--- src/rtl/spi_regbank_slave.sv ---
// SPI slave exposing NUM_REGS registers of DATA_W bits, fully oversampled on clk.
// Frames are ADDR_W address bits (MSB = write flag) followed by DATA_W data bits, MSB first.
module spi_regbank_slave #(
  parameter int                           DATA_W       = 32,
  parameter int                           ADDR_W       = 8,
  parameter int                           NUM_REGS     = 4,
  parameter bit                           CPOL         = 1'b0,
  parameter bit                           CPHA         = 1'b0,
  parameter logic [NUM_REGS*DATA_W-1:0]   RESET_VALUES = {32'd4567890, 32'd3456789, 32'd2345678, 32'd1234567},
  parameter logic [NUM_REGS-1:0]          RO_MASK      = '0
) (
  input  logic                         clk,
  input  logic                         i_Rst_L,
  input  logic                         i_SPI_Clk,
  input  logic                         i_SPI_MOSI,
  input  logic                         i_SPI_CS_n,
  output logic                         o_SPI_MISO,
  output logic                         o_SPI_MISO_En,
  output logic [NUM_REGS*DATA_W-1:0]   o_regs,
  input  logic [NUM_REGS*DATA_W-1:0]   i_status,
  output logic [NUM_REGS-1:0]          o_wr_strobe,
  output logic [NUM_REGS-1:0]          o_rd_strobe,
  output logic                         o_frame_err
);

  localparam int CNT_W  = $clog2(ADDR_W + DATA_W + 1);
  localparam int IDX_W  = ADDR_W - 1;
  localparam bit SAMPLE_ON_RISE = (CPOL == CPHA);

  typedef enum logic [2:0] {S_IDLE, S_ADDR, S_DATA, S_DONE, S_WAIT_CS} state_t;

  logic [1:0]                        r_sck_sync;
  logic [1:0]                        r_cs_sync;
  logic [1:0]                        r_mosi_sync;
  logic                              r_sck_prev;
  logic                              r_cs_prev;
  logic                              r_mosi_d;
  logic                              r_sample_ev;
  logic                              r_shift_ev;
  logic                              r_cs_fall_ev;
  logic                              r_cs_rise_ev;

  state_t                            r_state;
  logic [CNT_W-1:0]                  r_bit_cnt;
  logic [ADDR_W-1:0]                 r_addr;
  logic [DATA_W-2:0]                 r_rx;
  logic [DATA_W-1:0]                 r_tx;
  logic [NUM_REGS-1:0][DATA_W-1:0]   r_regs;
  logic [NUM_REGS-1:0]               r_wr_strobe;
  logic [NUM_REGS-1:0]               r_rd_strobe;
  logic                              r_frame_err;
  logic                              r_miso;
  logic                              r_miso_en;

  logic                              w_sck_rise;
  logic                              w_sck_fall;
  logic [ADDR_W-1:0]                 w_addr_full;
  logic [DATA_W-1:0]                 w_rx_full;
  logic [DATA_W-1:0]                 w_snap;
  logic [NUM_REGS-1:0]               w_rd_hit;
  logic [NUM_REGS-1:0]               w_wr_hit;

  assign w_sck_rise  = r_sck_sync[1] & ~r_sck_prev;
  assign w_sck_fall  = ~r_sck_sync[1] & r_sck_prev;
  assign w_addr_full = {r_addr[ADDR_W-2:0], r_mosi_d};
  assign w_rx_full   = {r_rx, r_mosi_d};

  // Synchronisers keep sampling through reset so the CS_n level is valid on reset exit
  always_ff @(posedge clk) begin
    r_sck_sync  <= {r_sck_sync[0], i_SPI_Clk};
    r_cs_sync   <= {r_cs_sync[0], i_SPI_CS_n};
    r_mosi_sync <= {r_mosi_sync[0], i_SPI_MOSI};
    r_sck_prev  <= r_sck_sync[1];
    r_cs_prev   <= r_cs_sync[1];
    r_mosi_d    <= r_mosi_sync[1];
    if (!i_Rst_L) begin
      r_sample_ev  <= 1'b0;
      r_shift_ev   <= 1'b0;
      r_cs_fall_ev <= 1'b0;
      r_cs_rise_ev <= 1'b0;
    end else begin
      r_sample_ev  <= SAMPLE_ON_RISE ? w_sck_rise : w_sck_fall;
      r_shift_ev   <= SAMPLE_ON_RISE ? w_sck_fall : w_sck_rise;
      r_cs_fall_ev <= ~r_cs_sync[1] & r_cs_prev;
      r_cs_rise_ev <= r_cs_sync[1] & ~r_cs_prev;
    end
  end

  // Address decode: read snapshot source and write target
  always_comb begin
    w_snap   = '1;
    w_rd_hit = '0;
    w_wr_hit = '0;
    for (int i = 0; i < NUM_REGS; i++) begin
      if (!w_addr_full[ADDR_W-1] && (w_addr_full[ADDR_W-2:0] == IDX_W'(i))) begin
        w_rd_hit[i] = 1'b1;
        w_snap      = RO_MASK[i] ? i_status[i*DATA_W +: DATA_W] : r_regs[i];
      end else begin
        w_rd_hit[i] = 1'b0;
      end
      if (r_addr[ADDR_W-1] && (r_addr[ADDR_W-2:0] == IDX_W'(i)) && !RO_MASK[i]) begin
        w_wr_hit[i] = 1'b1;
      end else begin
        w_wr_hit[i] = 1'b0;
      end
    end
  end

  // Frame FSM, register bank, strobes and MISO driver
  always_ff @(posedge clk) begin
    if (!i_Rst_L) begin
      r_state     <= r_cs_prev ? S_IDLE : S_WAIT_CS;
      r_bit_cnt   <= '0;
      r_addr      <= '0;
      r_rx        <= '0;
      r_tx        <= '1;
      r_regs      <= RESET_VALUES;
      r_wr_strobe <= '0;
      r_rd_strobe <= '0;
      r_frame_err <= 1'b0;
      r_miso      <= 1'b1;
      r_miso_en   <= 1'b0;
    end else begin
      r_wr_strobe <= '0;
      r_rd_strobe <= '0;
      r_frame_err <= 1'b0;
      r_miso_en   <= ~r_cs_prev;
      case (r_state)
        S_IDLE: begin
          r_miso <= 1'b1;
          if (r_cs_fall_ev) begin
            r_state   <= S_ADDR;
            r_bit_cnt <= '0;
          end
        end
        S_ADDR: begin
          r_miso <= 1'b1;
          if (r_cs_rise_ev) begin
            r_frame_err <= 1'b1;
            r_state     <= S_IDLE;
          end else if (r_sample_ev) begin
            r_addr    <= w_addr_full;
            r_bit_cnt <= r_bit_cnt + CNT_W'(1);
            if (r_bit_cnt == CNT_W'(ADDR_W - 1)) begin
              r_state     <= S_DATA;
              r_rd_strobe <= w_rd_hit;
              // CPHA=0 must present the MSB before the first data sample edge
              if (CPHA) begin
                r_tx <= w_snap;
              end else begin
                r_tx   <= w_snap << 1;
                r_miso <= w_snap[DATA_W-1];
              end
            end
          end
        end
        S_DATA: begin
          if (r_sample_ev && (r_bit_cnt == CNT_W'(ADDR_W + DATA_W - 1))) begin
            r_bit_cnt   <= r_bit_cnt + CNT_W'(1);
            r_rx        <= w_rx_full[DATA_W-2:0];
            r_wr_strobe <= w_wr_hit;
            r_miso      <= 1'b1;
            r_state     <= r_cs_rise_ev ? S_IDLE : S_DONE;
            for (int i = 0; i < NUM_REGS; i++) begin
              if (w_wr_hit[i]) r_regs[i] <= w_rx_full;
            end
          end else if (r_cs_rise_ev) begin
            r_frame_err <= 1'b1;
            r_miso      <= 1'b1;
            r_state     <= S_IDLE;
          end else begin
            if (r_sample_ev) begin
              r_rx      <= w_rx_full[DATA_W-2:0];
              r_bit_cnt <= r_bit_cnt + CNT_W'(1);
            end
            // With CPHA=0 the shift edge right after the last address bit keeps the preloaded MSB
            if (r_shift_ev && (CPHA || (r_bit_cnt != CNT_W'(ADDR_W)))) begin
              r_miso <= r_tx[DATA_W-1];
              r_tx   <= r_tx << 1;
            end
          end
        end
        S_DONE: begin
          r_miso <= 1'b1;
          if (r_cs_rise_ev) r_state <= S_IDLE;
        end
        S_WAIT_CS: begin
          r_miso <= 1'b1;
          if (r_cs_prev) r_state <= S_IDLE;
        end
        default: begin
          r_miso  <= 1'b1;
          r_state <= S_IDLE;
        end
      endcase
    end
  end

  for (genvar gi = 0; gi < NUM_REGS; gi++) begin : g_out
    assign o_regs[gi*DATA_W +: DATA_W] = RO_MASK[gi] ? i_status[gi*DATA_W +: DATA_W] : r_regs[gi];
  end

  assign o_SPI_MISO    = r_miso;
  assign o_SPI_MISO_En = r_miso_en;
  assign o_wr_strobe   = r_wr_strobe;
  assign o_rd_strobe   = r_rd_strobe;
  assign o_frame_err   = r_frame_err;

endmodule

--- config.mk ---
export PLATFORM = sky130hd
export DESIGN_NAME = spi_regbank_slave
export DESIGN_NICKNAME = d
export VERILOG_FILES = /design/src/rtl/spi_regbank_slave.sv
export SDC_FILE = /design/constraint.sdc
export NUM_CORES = 1
export LEC_CHECK = 0
export ABC_AREA = 1
export ABC_CLOCK_PERIOD_IN_PS = 1800
export BUFFER_PORTS_ARGS = -buffer_cell sky130_fd_sc_hd__buf_2
export CAP_MARGIN = 20
export CORE_MARGIN = 10
export CORE_UTILIZATION = 45
export DETAILED_ROUTE_END_ITERATION = 10
export PLACE_DENSITY = 0.81
export RECOVER_POWER = 50
export REMOVE_ABC_BUFFERS = 1
export SLEW_MARGIN = 20
export SYNTH_ARGS = -nofsm -noshare
export SYNTH_HDL_FRONTEND = slang
export SYNTH_SLANG_ARGS = --single-unit
--- constraint.sdc ---
create_clock -name clk -period 1.8 [get_ports clk]
set_input_delay 0.18 -clock clk [delete_from_list [all_inputs] [get_ports clk]]
set_output_delay 0.18 -clock clk [all_outputs]
set_load 0.02 [all_outputs]
Word level (Yosys, flattened, before mapping)
Index checks and enable logic that the tools add are counted.
{ "word_totals": {"reg_bits": 232, "in_bits": 133, "output_inout_bits": 139, "elab_cells": 140} }
{ "classes": {"addsub": 1, "eq_ne": 26, "muxes": 48, "n_bitwise": 13, "reduce_logical": 28} }
{ "ops": {"columns": ["operator", "count"], "rows": [
  ["2-to-1 mux 32 bit", 10],
  ["2-to-1 mux 31 bit", 3],
  ["case mux 32 bit (2 select lines)", 1],
  ["equality test 7 x 2 -> 1 bit (second input constant)", 4],
  ["2-to-1 mux 3 bit", 9],
  ["2-to-1 mux 6 bit", 4],
  ["AND reduction 3 bit", 7],
  ["case mux 6 bit (3 select lines)", 1],
  ["2-to-1 mux 1 bit", 16],
  ["case mux 3 bit (5 select lines)", 1],
  ["equality test 7 x 1 -> 1 bit (second input constant)", 2],
  ["zero test 7 bit", 2],
  ["inequality test 2 bit (second input constant)", 7],
  ["inequality test 4 bit (second input constant)", 3],
  ["logical AND 1 bit", 10],
  ["inverter 1 bit", 9],
  ["AND reduction 7 bit", 1],
  ["adder 6 x 1 -> 6 bit (second input constant)", 1],
  ["equality test 3 x 2 -> 1 bit (second input constant)", 2],
  ["equality test 6 x 3 -> 1 bit (second input constant)", 1],
  ["equality test 6 bit (second input constant)", 1],
  ["inequality test 3 bit (second input constant)", 2],
  ["inequality test 6 x 4 -> 1 bit (second input constant)", 1],
  ["OR reduction 5 bit", 1],
  ["12 further kinds", 17]
]} }

Depth between registers and ports, before layout
{ "depth": {"ltp_word": 10, "ltp_mapped": 13, "ltp_nobuf": 12} }

Worst setup path after synthesis
OpenSTA, ideal clock, no wires.
{ "synth_path": {"path_kind": "register -> register", "start": "register r_bit_cnt[0]", "end": "register r_state[0] (enable)", "arrival_ps": 1352, "t_required_ps": 1445, "slack_ps": 93, "path_stages_with_launch": 8, "synth_period_minus_slack_ps": 1707, "cell_sequence": "dfxtp_1 > ha_1 > nand2_1 > nor2_1 > nand2_1 > o21ai_2 > nor2_1 > o31ai_1"} }
{ "synth_via": {"elab_chain_cells": 3} }
{ "synth_rtl": {"columns": ["element", "line", "source"], "rows": [
  ["start, declared", "44", "logic [CNT_W-1:0] r_bit_cnt;"],
  ["start signal, assigned", "143", "r_bit_cnt <= r_bit_cnt + CNT_W'(1);"],
  ["start signal, assigned", "159", "r_bit_cnt <= r_bit_cnt + CNT_W'(1);"],
  ["start signal, assigned", "174", "r_bit_cnt <= r_bit_cnt + CNT_W'(1);"],
  ["equality test 6 x 3 -> 1 bit", "144", "if (r_bit_cnt == CNT_W'(ADDR_W - 1)) begin"],
  ["inequality test 4 bit (no line)", null, null],
  ["AND reduction 4 bit (no line)", null, null],
  ["end signal, assigned", "112", "r_state <= r_cs_prev ? S_IDLE : S_WAIT_CS;"],
  ["end signal, assigned", "163", "r_state <= r_cs_rise_ev ? S_IDLE : S_DONE;"],
  ["end, declared", "43", "state_t r_state;"]
]} }
No other way between the ends.
A chain may end at the register's enable or synchronous reset.

Worst setup path in the final report
{ "layout_path": {"start": "register r_state[2]", "end": "register r_tx[23]"} }
{ "layout_via": {"elab_chain_cells": 3, "elab_cells_between_ends": 11, "classes_between": "eq/ne (8); mux (1); reduce/logical (2)"} }
{ "layout_rtl": {"columns": ["element", "line", "source"], "rows": [
  ["equality test 3 x 2 -> 1 bit or equality test 3 x 1 -> 1 bit (tied branches)", "128", "case (r_state)"],
  ["inequality test 2 bit (no line) or nonzero test 2 bit (tied branches)", null, null],
  ["AND reduction 7 bit (no line)", null, null],
  ["end signal, assigned", "149", "r_tx <= w_snap;"],
  ["end signal, assigned", "151", "r_tx <= w_snap << 1;"],
  ["end signal, assigned", "179", "r_tx <= r_tx << 1;"],
  ["end, declared", "47", "logic [DATA_W-1:0] r_tx;"]
]} }
Parallel ways exist; a longest one is shown, timed or not.

==> results.cfg <==
[power]
switchingPower_mw = 4.78
p_total_mw = 15.3
swShare = 0.314
power_frac_comb = 0.261
cellLeakagePower_nw = 5.20
p_int_mw = 10.5
power_density_nw_per_um2 = 1200
ir_drop_mv = 0.691
seqPwrFrac = 0.391
pwr-share-clk = 0.349

[setup_path]
crit_path_start_kind = register
criticalPathCategory = reg2reg
crit_fanout = 9
worstPathCellList = inv_2 > nand2_4 > nor2_4 > buf_6 > nand2_8 > buf_6 > nand4_4 > buf_12 > clkbuf_16 > nor2_1 > nand2_1 > nand2_1
critPathRequiredTime_ns = 2.22
crit_path_max_incr_delay_ns = 0.41
end_kind = register
cp.arrival_ns = 2.30
cp_slowest_cell = edfxtp_1

[logic_synthesis]
synth_top_area_frac = 0.466
ys_types = 45
synth-seq-cells = 232
synth_top_area_cell = dfxtp_1
yosysWarnings = 0
ys.flop_type = dfxtp_1
synthCells = 1317
synth.area.top_cells = dfxtp_1, nand2_1, a21oi_1, nor2_1, o21ai_0
synth_edf_count = 3
synth.avg_cell_area_um2 = 7.47
synthArstFlopShare = 0
synth_seq_area_share = 0.475
syn_area_um2 = 9840

[grt]
grt_overflow_total = 0
grt_pass1_wl_mm = 49.3
grt_pass1_vias = 9365
antenna_found_initial = 0
track_usage = 0.209
grt_max_degree = 66

[die]
die_area_um2 = 28200
die-height_um = 168
initial_core_util = 0.454
die_width_um = 168
rows = 54
io_pins = 272
coreArea_um2 = 21700

[route]
route.detailed.drc = 0
vias = 10376
post_drt_wl_per_cell_um = 19.9
vias_per_cell = 5.76
drtIter0Drc = 1255
routed_wl_mm = 35.8
dr.pass1.iters = 8
postRouteAntennaNets = 0

[status]
violations = setup timing
status = finished, violations left

[placement]
port_buffers = 143
gp_congestion = 0.871
pre_cts_ws_ns = -0.0253
dp.final_hpwl_mm = 20.9

[clock_tree]
cts-root-buf = clkbuf_16
cts_tree = yes
clk_pin_slew_ns = 0.06
cts_max_path_buffers = 3
htree_levels = 1
worstSkewPairLatency_ns = 0.54
cts_sinks = 232
cts_buffers = 25

[sta]
fmax_mhz = 531
report.final.slew_viol_count = 0
worstMarginPinSlew_ns = 0.599
hold_violations = 0
rsz0062_at_grt = true
layout_setup_ws_ns = -0.0824
slew_headroom = 0.601
setup_viol = 22
post-route-period-util = 1.05
period_minus_slack_ns = 1.88
clock_skew_ns = 0.0125
final.setup.tns_ns = -0.503

[final_layout]
areaGrowthSynthToFinish_pct = 28.9
drive_gt1_frac = 0.157
final_core_util = 0.585
nFillCells = 1820
nets = 1639

[run]
maxCapViolations = 0

[min_path]
hp-class = in2reg
[sequential cells by signal, summed over array words and instances (netlist names)]
| register | count |
|---|---|
| o_regs | 128 |
| r_tx | 32 |
| r_rx | 31 |
| r_addr | 8 |
| r_bit_cnt | 6 |
| o_rd_strobe | 4 |
| o_wr_strobe | 4 |
| r_state | 3 |
| r_cs_sync | 2 |
| r_mosi_sync | 2 |
| r_sck_sync | 2 |
| o_SPI_MISO | 1 |
| o_SPI_MISO_En | 1 |
| o_frame_err | 1 |
| r_cs_fall_ev | 1 |
| r_cs_prev | 1 |
| r_cs_rise_ev | 1 |
| r_mosi_d | 1 |
| r_sample_ev | 1 |
| r_sck_prev | 1 |
| r_shift_ev | 1 |
[final cells by class]
type / instances / area [um^2] / area share
repair buffers: 246 / 1860 / 0.147
diodes: 1 / 2.50 / 0.000197
flip-flops and latches: 232 / 4680 / 0.369
inverters: 100 / 398 / 0.0314
multi-input cells: 899 / 4560 / 0.359
clock inverters: 11 / 134 / 0.0106
well taps: 280 / 350 / 0.0276
clock buffers: 33 / 706 / 0.0556
[logic make-up after synthesis]
| logic type | Yosys count | synth area share |
|---|---|---|
| and+or+nand+nor | 550 | 0.248 |
| AOI/OAI and AO/OA | 346 | 0.188 |
| DFF | 232 | 0.475 |
| buffers and inverters | 186 | 0.0857 |
| adders and majority gates | 2 | 0.00254 |
| xor gates and xnor gates | 1 | 0.000890 |
[worst paths after layout]
| check | end | cells after the start | slack (ns) | from |
|---|---|---|---|---|
| setup / recovery | r_tx[23] | 12 | -0.08 | r_state[2] |
| hold / removal | o_SPI_MISO_En | 3 | 0.15 | i_Rst_L |
| setup reg to reg | r_tx[23] | 12 | -0.08 | r_state[2] |
| hold reg to reg | r_sck_sync[1] | 0 | 0.33 | r_sck_sync[0] |
[cells in the mapped netlist (2+ instances only)]
cell	n
a211oi_1	10
a21oi_1	144
buf_1	4
buf_2	27
buf_4	9
buf_6	10
clkbuf_1	36
clkinv_1	2
dfxtp_1	229
edfxtp_1	3
ha_1	2
inv_1	88
inv_2	9
nand2_1	247
nand2_2	5
nand3_1	48
nand3_2	3
nand3b_1	29
nand4_1	4
nor2_1	178
nor2_2	7
nor2_4	4
nor3_1	7
nor3_2	2
o211ai_1	27
o21ai_0	127
o21ai_1	31
o21ai_2	2
or2_0	3
or2_1	2
or2_2	4
[critical path: cells and delay by family (launching register included)]
kind / cells / cell delay, ns
flip-flops: 1 / 0.41
buffers and inverters: 5 / 0.75
AND/OR/NAND/NOR: 7 / 0.59
[metal layers]
| metal | GRT usage | part of all wire | up-vias |
|---|---|---|---|
| li1 | - | - | 4719 |
| met1 | 0.262 | 0.39 | 4830 |
| met2 | 0.332 | 0.45 | 664 |
| met3 | 0.0531 | 0.11 | 163 |
| met4 | 0.0886 | 0.051 | 0 |
| met5 | 0 | 0 | - |
[power by group through the flow]
stage	clock network, mW	registers [mW]	logic (mW)
finish	5.32	5.96	3.98
global route	5.52	5.99	4.26
CTS	5.29	5.88	3.26
detailed placement	0	5.97	2.87
global placement	0	5.95	2.80
floorplan	0	5.92	1.78
[layout by cell type (no fill, tap or decap), types with 8 or more instances in the layout]
| master | count |
|---|---|
| buf_4 | 54 |
| o21ai_2 | 8 |
| nand2_1 | 242 |
| buf_6 | 15 |
| o21ai_1 | 57 |
| clkbuf_16 | 37 |
| clkbuf_1 | 142 |
| nor2_2 | 13 |
| o211ai_1 | 27 |
| a21oi_2 | 18 |
| dfxtp_1 | 225 |
| o21ai_0 | 95 |
| inv_2 | 9 |
| inv_1 | 86 |
| a21oi_1 | 126 |
| a211oi_1 | 9 |
| buf_12 | 16 |
| nor2_1 | 169 |
| nand3_1 | 45 |
| nand3b_1 | 29 |
[repair_timing]
| item | CTS | global route |
|---|---|---|
| endpoints found under the setup margin | 36 | 179 |
| endpoints found under the hold margin | 3 | 0 |
| gates cloned | 2 | 12 |
| pin swaps | 8 | 16 |
| buffers inserted | 7 | 15 |
| hold buffers | 3 | 0 |
| gates resized for setup | 21 | 106 |
[stage by stage]
stage	hold WS [ns]	area [um^2]	instances
2_1_floorplan	0.208	9380	1231
3_3_place_gp	0.282	11100	1718
3_5_place_dp	0.286	11100	1718
4_1_cts	0.103	12200	1774
5_1_grt	0.157	12700	1801
6_report	0.150	12700	1802
Power figures use the tool's default switching activity.
